`config.mk`:
```
export PLATFORM = sky130hd
export DESIGN_NAME = pc_unit
export DESIGN_NICKNAME = d
export VERILOG_FILES = /design/src/rtl/pc_pkg.sv /design/src/rtl/pc_ras.sv /design/src/rtl/pc_unit.sv
export SDC_FILE = /design/constraint.sdc
export NUM_CORES = 1
export LEC_CHECK = 0
export BUFFER_PORTS_ARGS = -buffer_cell sky130_fd_sc_hd__buf_2
export CAP_MARGIN = 40
export CORE_MARGIN = 3
export CORE_UTILIZATION = 40
export DETAILED_ROUTE_END_ITERATION = 8
export SLEW_MARGIN = 20
export SYNTH_ARGS = -nofsm -noshare
export SYNTH_HDL_FRONTEND = slang
export SYNTH_SLANG_ARGS = --single-unit
```
`constraint.sdc`:
```
create_clock -name clk -period 5.7 [get_ports clk]
set_input_delay 0.855 -clock clk [delete_from_list [all_inputs] [get_ports clk]]
set_output_delay 0.855 -clock clk [all_outputs]
set_load 0.005 [all_outputs]
```
`src/rtl/pc_pkg.sv`:
```
// rtl/pc_pkg.sv - shared state and next-PC source encodings for the fetch PC unit
package pc_pkg;

  typedef enum logic [1:0] {
    ST_BOOT,
    ST_RUN,
    ST_HALTED
  } pc_state_e;

  typedef enum logic [2:0] {
    SEL_TRAP,
    SEL_REDIR,
    SEL_RAS,
    SEL_SEQ,
    SEL_HOLD
  } pc_sel_e;

endpackage

```
`src/rtl/pc_ras.sv`:
```
// rtl/pc_ras.sv - circular return-address stack; a full stack overwrites its oldest entry
module pc_ras #(
  parameter int XLEN      = 32,
  parameter int RAS_DEPTH = 4
) (
  input  logic            clk,
  input  logic            reset,
  input  logic            push,
  input  logic            pop,
  input  logic [XLEN-1:0] push_data,
  output logic [XLEN-1:0] top,
  output logic            empty
);

  localparam int PW = $clog2(RAS_DEPTH);
  localparam int CW = PW + 1;
  localparam logic [PW-1:0] PTR_ONE = PW'(1);
  localparam logic [CW-1:0] CNT_ONE = CW'(1);
  localparam logic [CW-1:0] CNT_MAX = CW'(RAS_DEPTH);

  logic [XLEN-1:0] mem [RAS_DEPTH];
  logic [PW-1:0]   ptr;
  logic [CW-1:0]   count;
  logic            replace;
  logic [PW-1:0]   wr_idx;

  // push+pop on a non-empty stack swaps the top in place; on an empty one it is a plain push
  always_comb begin
    replace = push && pop && (count != '0);
    wr_idx  = replace ? ptr : ptr + PTR_ONE;
  end

  always_ff @(posedge clk or negedge reset) begin
    if (!reset) begin
      ptr   <= '0;
      count <= '0;
    end else if (push && !replace) begin
      ptr <= ptr + PTR_ONE;
      if (count != CNT_MAX) count <= count + CNT_ONE;
    end else if (pop && !push && (count != '0)) begin
      ptr   <= ptr - PTR_ONE;
      count <= count - CNT_ONE;
    end
  end

  always_ff @(posedge clk) begin
    if (push) mem[wr_idx] <= push_data;
  end

  assign top   = mem[ptr];
  assign empty = (count == '0);

endmodule

```
`src/rtl/pc_unit.sv`:
```
// rtl/pc_unit.sv - fetch-stage program counter with trap/redirect/RAS/sequential next-PC selection
module pc_unit
  import pc_pkg::*;
#(
  parameter int               XLEN         = 32,
  parameter logic [XLEN-1:0]  RESET_VECTOR = '0,
  parameter int               INC          = 4,
  parameter int               RAS_DEPTH    = 4
) (
  input  logic            clk,
  input  logic            reset,
  input  logic            enable,
  input  logic            halt,
  input  logic            redirect_valid,
  input  logic [XLEN-1:0] redirect_target,
  input  logic            trap_valid,
  input  logic [XLEN-1:0] trap_vector,
  input  logic            call,
  input  logic            ret,
  output logic [XLEN-1:0] pc_out,
  output logic            pc_valid,
  output logic            misaligned,
  output logic            ras_empty
);

  localparam logic [XLEN-1:0] LOW_MASK = XLEN'(INC - 1);
  localparam logic [XLEN-1:0] INC_V    = XLEN'(INC);

  pc_state_e       state;
  pc_sel_e         sel;
  logic [XLEN-1:0] seq_pc;
  logic [XLEN-1:0] target;
  logic [XLEN-1:0] next_pc;
  logic [XLEN-1:0] ras_top;
  logic            take_trap;
  logic            take_redir;
  logic            ras_ops;
  logic            go_halt;

  // HALTED ignores enable for exits; RUN honours enable only for redirects
  always_comb begin
    seq_pc     = pc_out + INC_V;
    take_trap  = trap_valid && (state != ST_BOOT);
    take_redir = redirect_valid && ((state == ST_HALTED) || (state == ST_RUN && enable));
    target     = take_trap ? trap_vector : redirect_target;
    go_halt    = (state == ST_RUN) && enable && halt && !trap_valid && !redirect_valid;
    ras_ops    = (state == ST_RUN) && enable && !trap_valid && !redirect_valid && !halt;

    if (take_trap)                       sel = SEL_TRAP;
    else if (take_redir)                 sel = SEL_REDIR;
    else if (ras_ops && ret && !ras_empty) sel = SEL_RAS;
    else if (ras_ops)                    sel = SEL_SEQ;
    else                                 sel = SEL_HOLD;

    case (sel)
      SEL_TRAP, SEL_REDIR: next_pc = target & ~LOW_MASK;
      SEL_RAS:             next_pc = ras_top;
      SEL_SEQ:             next_pc = seq_pc;
      default:             next_pc = pc_out;
    endcase
  end

  pc_ras #(
    .XLEN      (XLEN),
    .RAS_DEPTH (RAS_DEPTH)
  ) u_ras (
    .clk       (clk),
    .reset     (reset),
    .push      (ras_ops && call),
    .pop       (ras_ops && ret),
    .push_data (seq_pc),
    .top       (ras_top),
    .empty     (ras_empty)
  );

  always_ff @(posedge clk or negedge reset) begin
    if (!reset) begin
      state      <= ST_BOOT;
      pc_out     <= RESET_VECTOR;
      pc_valid   <= 1'b0;
      misaligned <= 1'b0;
    end else begin
      pc_out     <= next_pc;
      misaligned <= ((sel == SEL_TRAP) || (sel == SEL_REDIR)) && ((target & LOW_MASK) != '0);
      case (state)
        ST_BOOT: begin
          state    <= ST_RUN;
          pc_valid <= 1'b1;
        end
        ST_RUN: begin
          if (go_halt) begin
            state    <= ST_HALTED;
            pc_valid <= 1'b0;
          end
        end
        ST_HALTED: begin
          if (take_trap || take_redir) begin
            state    <= ST_RUN;
            pc_valid <= 1'b1;
          end
        end
        default: begin
          state    <= ST_BOOT;
          pc_valid <= 1'b0;
        end
      endcase
    end
  end

endmodule

```
==> summary.md, run 1 <==
| Metric | Value |
|---|---|
| Synth unique cells | 67 |
| First-pass GRT wire length | 33.6 mm |
| Final setup vio count | 0 |
| Crit-path max FO | 26 |
| Mapped Area | 8150 um2 |
| Io pins | 107 |
| TritonCTS clock tree | done |
| Slew HR | 45.8% |
| Die Y-Extent | 149 um |
| CTS Buffer Depth | 2 |
| Commonest cells after routing, fill and taps aside | 128 x edfxtp_1, 106 x buf_2, 54 x nand2_1, 40 x dfrtp_1 |
| Worst setup margin | 2.11 ns |
| Setup TNS | 0 ns |
| YS warnings | 0 |
| Ant diodes | 0 |
| Post-DR wirelength/cell | 22.2 um |
| Final Max Slew Viols | 0 |
| TritonCTS Sinks | 169 |
| Initial core utilization | 41.3% |
| DRC | 0 |
| Top Usage Layer GRT | met2 |
| Share of cells above drive strength 1 | 30.7% |
| M3 GR Usage | 4.13% |
| Sequential fraction of the synthesis area | 59.8% |
| Non-filler cells, final | 986 |
| Pin count of the biggest net entering global routing | 45 |
| Hold Path Class | input pin to async pin |
| CTS buffer count | 17 |
| Pre-Repair DR Iteration Count | 5 |
| Fmax | 279 MHz |
| Pwr/cell area | 377 nW/um2 |
| Met1 Usage GRT | 29.2% |
| Via density | 5.88 |
| Iter 0 DRT Violations | 606 |
| Status | completed |
| Post-CTS Resized | 0 |
| Worst setup path endpoint | u_ras.count[2]$_DFFE_PN0P_ |
| Core area | 19700 um2 |
| H-tree lvl count | 4 |
| Die X | 149 um |
| Crit path capture type | flip-flop |
| Worst Max-Slew Pin Slew | 0.810 ns |
| Setup Skew | 0.0123 ns |
| Final net count | 782 |
| Antenna Nets Post-Route | 0 |
| Register bit total from synthesis | 169 |
| Worst skew pair latency | 0.43 ns |
| R2R Setup Slk | 2.31 ns |
| CTS Hold Bufs | 0 |
| Setup WS pre-CTS | 1.59 ns |
| DR vias | 5799 |
| Leakage | 3.56 nW |
| Final RePlAce weighted congestion | 0.847 |
| Reg2reg path depth | 8 |
| Antenna violations before repair | 0 |
| Ys flop type | edfxtp_1 |
| Port buffer count | 106 |
| Async SR Flop Fraction | 24.3% |
| Post-CTS Setup Bufs | 0 |
| Min Hold Slack | 0.547 ns |
| Min cycle time layout | 3.59 ns |
| Number of global-route vias before repair | 5722 |
| GRT Residual Overflow | 0 |
| Worst-path clk slew | 0.07 ns |
| Die ar. | 22100 um2 |
| Reg-to-Reg End | u_ras.count[2]$_DFFE_PN0P_ |
| Critical path type | input pin to flip-flop |
| Crit share post-route | 63.0% |
| RSZ-0062 raised after global routing | no |
| Total global-route track usage | 20.2% |
| Crit path from | trap_valid |
| Worst flop-to-flop path startpoint | state[0]$_DFFE_PN0P_ |
| Number of enable flip-flop cells after synthesis | 128 |
| Worst path required time | 6.02 ns |
| Avg Cell Area, Syn | 13.5 um2 |
| Layout area overhead | 19.5% |
| Critical path arrival | 3.91 ns |
| Synthesized net count | 678 |
| Synth Instances | 604 |
| Hold Vio Cnt, Final | 0 |
| Max cap viols | 0 |
| Most common library cell in the layout ignoring fill and taps | edfxtp_1 |
| Row cnt | 51 |
| CP startpoint kind | input pin |
| Met2 usage in global routing | 31.1% |
| Cell Count Post-Placement | 953 |
| Dpl hpwl | 14.8 mm |
| Peak VDD IR | 0.000202 V |
| Routed WL | 21.9 mm |
| Clk root buf | clkbuf_16 |
## synthesized netlist by cell type, drive strengths merged, types with 3 or more instances
library cell | n | area [um2]
a21oi | 32 | 160
nor2 | 29 | 119
or3 | 3 | 18.8
buf | 25 | 146
a31oi | 7 | 43.8
nand2 | 54 | 203
a22oi | 5 | 37.5
and3 | 4 | 25.0
nand4 | 11 | 96.3
mux2 | 5 | 56.3
o2bb2ai | 14 | 123
and4 | 5 | 46.3
edfxtp | 128 | 3840
nand3 | 23 | 115
o22ai | 10 | 62.6
a2bb2oi | 5 | 43.8
inv | 12 | 45.0
nand3b | 3 | 35.0
clkbuf | 15 | 56.3
a22o | 5 | 43.8
o31a | 6 | 52.6
nor3 | 14 | 108
mux2i | 6 | 60.1
dfrtp | 41 | 1030
a221oi | 7 | 67.6
o21ai | 32 | 164
xnor2 | 21 | 184
and2 | 4 | 25.0
mux4 | 32 | 721
nor4 | 6 | 58.8
a2111oi | 3 | 26.3
o21a | 4 | 30.0
xor2 | 10 | 87.6
## registers in the layout (all words and copies together), names as in the netlist
name	count
state	2
pc_out	32
u_ras.mem	128
u_ras.ptr	2
u_ras.count	3
misaligned	1
pc_valid	1
## layout make-up
type / count / area (um2)
Clock inverter: 15 / 236
Inverter: 12 / 45.0
Clock buffer: 17 / 425
Tap cell: 265 / 332
Timing Repair Buffer: 125 / 759
Multi-Input combinational cell: 383 / 3070
Sequential cell: 169 / 4870
Fill cell: 1712 / 9980
## report_power, final
group / internal (mW) / switching [mW]
clock network: 0.788 / 0.495
logic: 0.395 / 0.428
registers: 1.43 / 0.133
total: 2.62 / 1.06
## worst min path at each step
stage                                       from                        end  slack [ns]  depth (start not counted)
after floorplan            pc_out[0]$_DFFE_PN0P_  u_ras.mem[0][0]$_DFFE_PP_        0.49                          0
after global placement    pc_out[31]$_DFFE_PN0P_     pc_out[31]$_DFFE_PN0P_        0.54                          1
after detailed placement  pc_out[31]$_DFFE_PN0P_     pc_out[31]$_DFFE_PN0P_        0.55                          1
after CTS                 pc_out[31]$_DFFE_PN0P_     pc_out[31]$_DFFE_PN0P_        0.56                          1
after global routing                       reset       pc_valid$_DFFE_PN0P_        0.59                          2
final                                      reset       state[0]$_DFFE_PN0P_        0.55                          2
## metrics by stage
stage               area (um2)  util [%]  total power, mW
floorplan                 8150         -             2.13
global placement          8930      45.3             2.37
detailed placement        9070      46.0             2.42
CTS                       9730      49.3             3.70
global route              9740      49.4             3.84
finish                    9740      49.4             3.67
## kinds of logic (layout without fill, tap and decap cells)
logic type / after synthesis / count (layout) / share of synthesized area [%]
and+or+nand+nor: 163 / 163 / 11.1
AOI/OAI and AO/OA: 144 / 144 / 12.1
DFF: 169 / 169 / 59.8
buffers and inverters: 52 / 169 / 3.04
muxes: 43 / 43 / 10.3
xor gates and xnor gates: 31 / 31 / 3.33
adders and majority gates: 2 / 2 / 0.399
## metal layers
layer / share of wire [%] / vias to the layer above
met5: 0 / -
met4: 1.5 / 0
met3: 7.9 / 27
met2: 46 / 288
met1: 44 / 2913
li1: - / 2571
## critical path, stage by stage
cell	delay, ns
buf_2	0.19
or3_1	0.52
nor2_4	0.67
nand3_1	0.20
fa_1	0.45
or4b_2	0.65
a21oi_1	0.17
a31oi_1	0.06
o22ai_1	0.13
Note: power is estimated with default switching activity, not from simulation.
==> inputs of run 2 (changes only) <==
- clock period: 5.7 -> 3.6 ns (I/O delays scaled with it)
==> run 2 against run 1 <==
  * Final cell count grew 0.71%
  * Worst hold slack lost 0.22 ns
  * Cell area down 0.22%
  * Sequential share of layout area increased by 0.11 points
  * Global-route usage increased by 0.12 points
  * First-iteration DRC count fell by 32%
  * Die area unchanged
  * Count of clock-buffer cells in the layout increased by 1
  * Via count is 0.41% lower
  * Sequential power rose by 61%
  * Register-to-register slack got worse by 1.4 ns
  * Total power increased by 55%
  * Largest power group unchanged
==> summary.md, run 2 (same netlist as run 1, synthesis figures left out) <==
| Metric | Value |
|---|---|
| Final setup vio count | 0 |
| Min cycle time layout | 2.71 ns |
| TritonCTS Sinks | 169 |
| DRC | 0 |
| Pin count of the biggest net entering global routing | 27 |
| Antenna violations before repair | 0 |
| Total global-route track usage | 20.3% |
| Iter 0 DRT Violations | 413 |
| Die X | 149 um |
| Hold path depth | 3 |
| Peak VDD IR | 0.000364 V |
| Worst Max-Slew Pin Slew | 0.849 ns |
| Crit path capture type | flip-flop |
| Die ar. | 22100 um2 |
| Worst-path clk slew | 0.07 ns |
| Commonest cells after routing, fill and taps aside | 128 x edfxtp_1, 106 x buf_2, 54 x nand2_1, 40 x dfrtp_1 |
| Final RePlAce weighted congestion | 0.841 |
| Io pins | 107 |
| Clk root buf | clkbuf_16 |
| Antenna Nets Post-Route | 0 |
| CTS buffer count | 17 |
| Via density | 5.82 |
| Layout area overhead | 19.3% |
| Hold Vio Cnt, Final | 0 |
| Routed WL | 21.9 mm |
| Layout fillers | 1688 |
| CP startpoint kind | flip-flop |
| Die Y-Extent | 149 um |
| Hold Path Class | input pin to flip-flop |
| Min Hold Slack | 0.324 ns |
| Ant diodes | 0 |
| Setup Skew | 0.0110 ns |
| RSZ-0062 raised after global routing | no |
| Critical path arrival | 2.82 ns |
| Post-CTS Resized | 0 |
| Status | completed |
| Largest register FFs | 128 |
| Initial core utilization | 41.3% |
| Pre-Repair DR Iteration Count | 5 |
| Core area | 19700 um2 |
| GRT Residual Overflow | 0 |
| Number of global-route vias before repair | 5927 |
| Slew HR | 43.4% |
| TritonCTS clock tree | done |
| Worst path required time | 3.70 ns |
| H-tree lvl count | 4 |
| Largest regs | u_ras.mem (128), pc_out (32), u_ras.count (3) |
| Final net count | 789 |
| Dpl hpwl | 15.2 mm |
| CTS Buffer Depth | 2 |
| Most flop-heavy register | u_ras.mem |
| Crit-path max FO | 25 |
| Setup TNS | 0 ns |
| Post-DR wirelength/cell | 22.0 um |
| Max cap viols | 0 |
| Most common library cell in the layout ignoring fill and taps | edfxtp_1 |
| DR vias | 5775 |
| Final Max Slew Viols | 0 |
| Area of the multi-input gates | 3080 um2 |
| Fmax | 368 MHz |
| Worst skew pair latency | 0.43 ns |
| Pwr/cell area | 586 nW/um2 |
| Leakage | 3.56 nW |
| Crit share post-route | 75.4% |
| First-pass GRT wire length | 34.0 mm |
| Reg2reg path depth | 6 |
| Port buffer count | 106 |
| Row cnt | 51 |
| Share of cells above drive strength 1 | 31.2% |
| Critical path type | flip-flop to flip-flop |
| Register area | 4870 um2 |
[run 2: changes by cell type in the layout (fill, tap and decap cells not counted), moves of 2 or more]
cell,change
buf_4,+9
nor4_2,-2
buf_12,+2
buf_16,-3
nor4_4,+2
bufinv_16,-2
[run 2: per-stage QoR]
stage,setup WS [ns],utilization [%],power (mW),area [um2],std cells
finish,0.885,49.3,5.69,9720,993
global route,0.721,49.3,5.94,9720,993
CTS,0.603,49.2,5.72,9700,991
detailed placement,0.559,46.0,3.80,9060,958
global placement,0.603,45.8,3.76,9030,956
floorplan,-0.215,-,3.38,8160,604
[run 2: area by class of cell]
cell class	instances	area share [%]
repair buffers	132	7.91
multi-input cells	383	31.7
clock buffers	18	4.52
flip-flops and latches	169	50.1
inverters	12	0.463
clock inverters	14	1.88
well taps	265	3.41
[run 2: power by group]
part | internal, mW | switching (mW)
Sequential | 2.27 | 0.263
Combinational | 0.607 | 0.634
Clock | 1.13 | 0.789
Total | 4.00 | 1.69
[run 2: final timing paths]
path                                        from                    endpoint  slack [ns]
setup reg to reg            state[0]$_DFFE_PN0P_  u_ras.mem[3][31]$_DFFE_PP_        0.89
setup / recovery            state[0]$_DFFE_PN0P_  u_ras.mem[3][31]$_DFFE_PP_        0.89
max in group asynchronous                  reset    u_ras.ptr[0]$_DFFE_PN0P_        2.40
hold reg to reg            pc_out[0]$_DFFE_PN0P_   u_ras.mem[2][0]$_DFFE_PP_        0.58
min in group asynchronous                  reset        misaligned$_DFF_PN0_        0.49
hold / removal                    trap_vector[1]        misaligned$_DFF_PN0_        0.32
[run 2: what timing repair did]
action | 4_1_cts | 5_1_grt
endpoints found under the hold margin | 7 | 0
setup buffers | 0 | 0
hold buffers | 1 | 0
[run 2: worst max-delay path, cell delays in order, from the launching register on]
cell	delay (ns)
dfrtp_1	0.63
nand3b_4	0.25
nor2_4	0.17
buf_4	0.34
nand2_1	0.28
nor4_4	0.34
buf_4	0.36
[run 2: per-layer routing]
metal  global-route usage (%)  up-vias  share of wire [%]
met2                     32.5      255                 47
met4                     5.90        0                1.6
met1                     28.3     2900                 43
li1                         -     2592                  -
met5                        0        -                  0
met3                     4.44       28                7.6
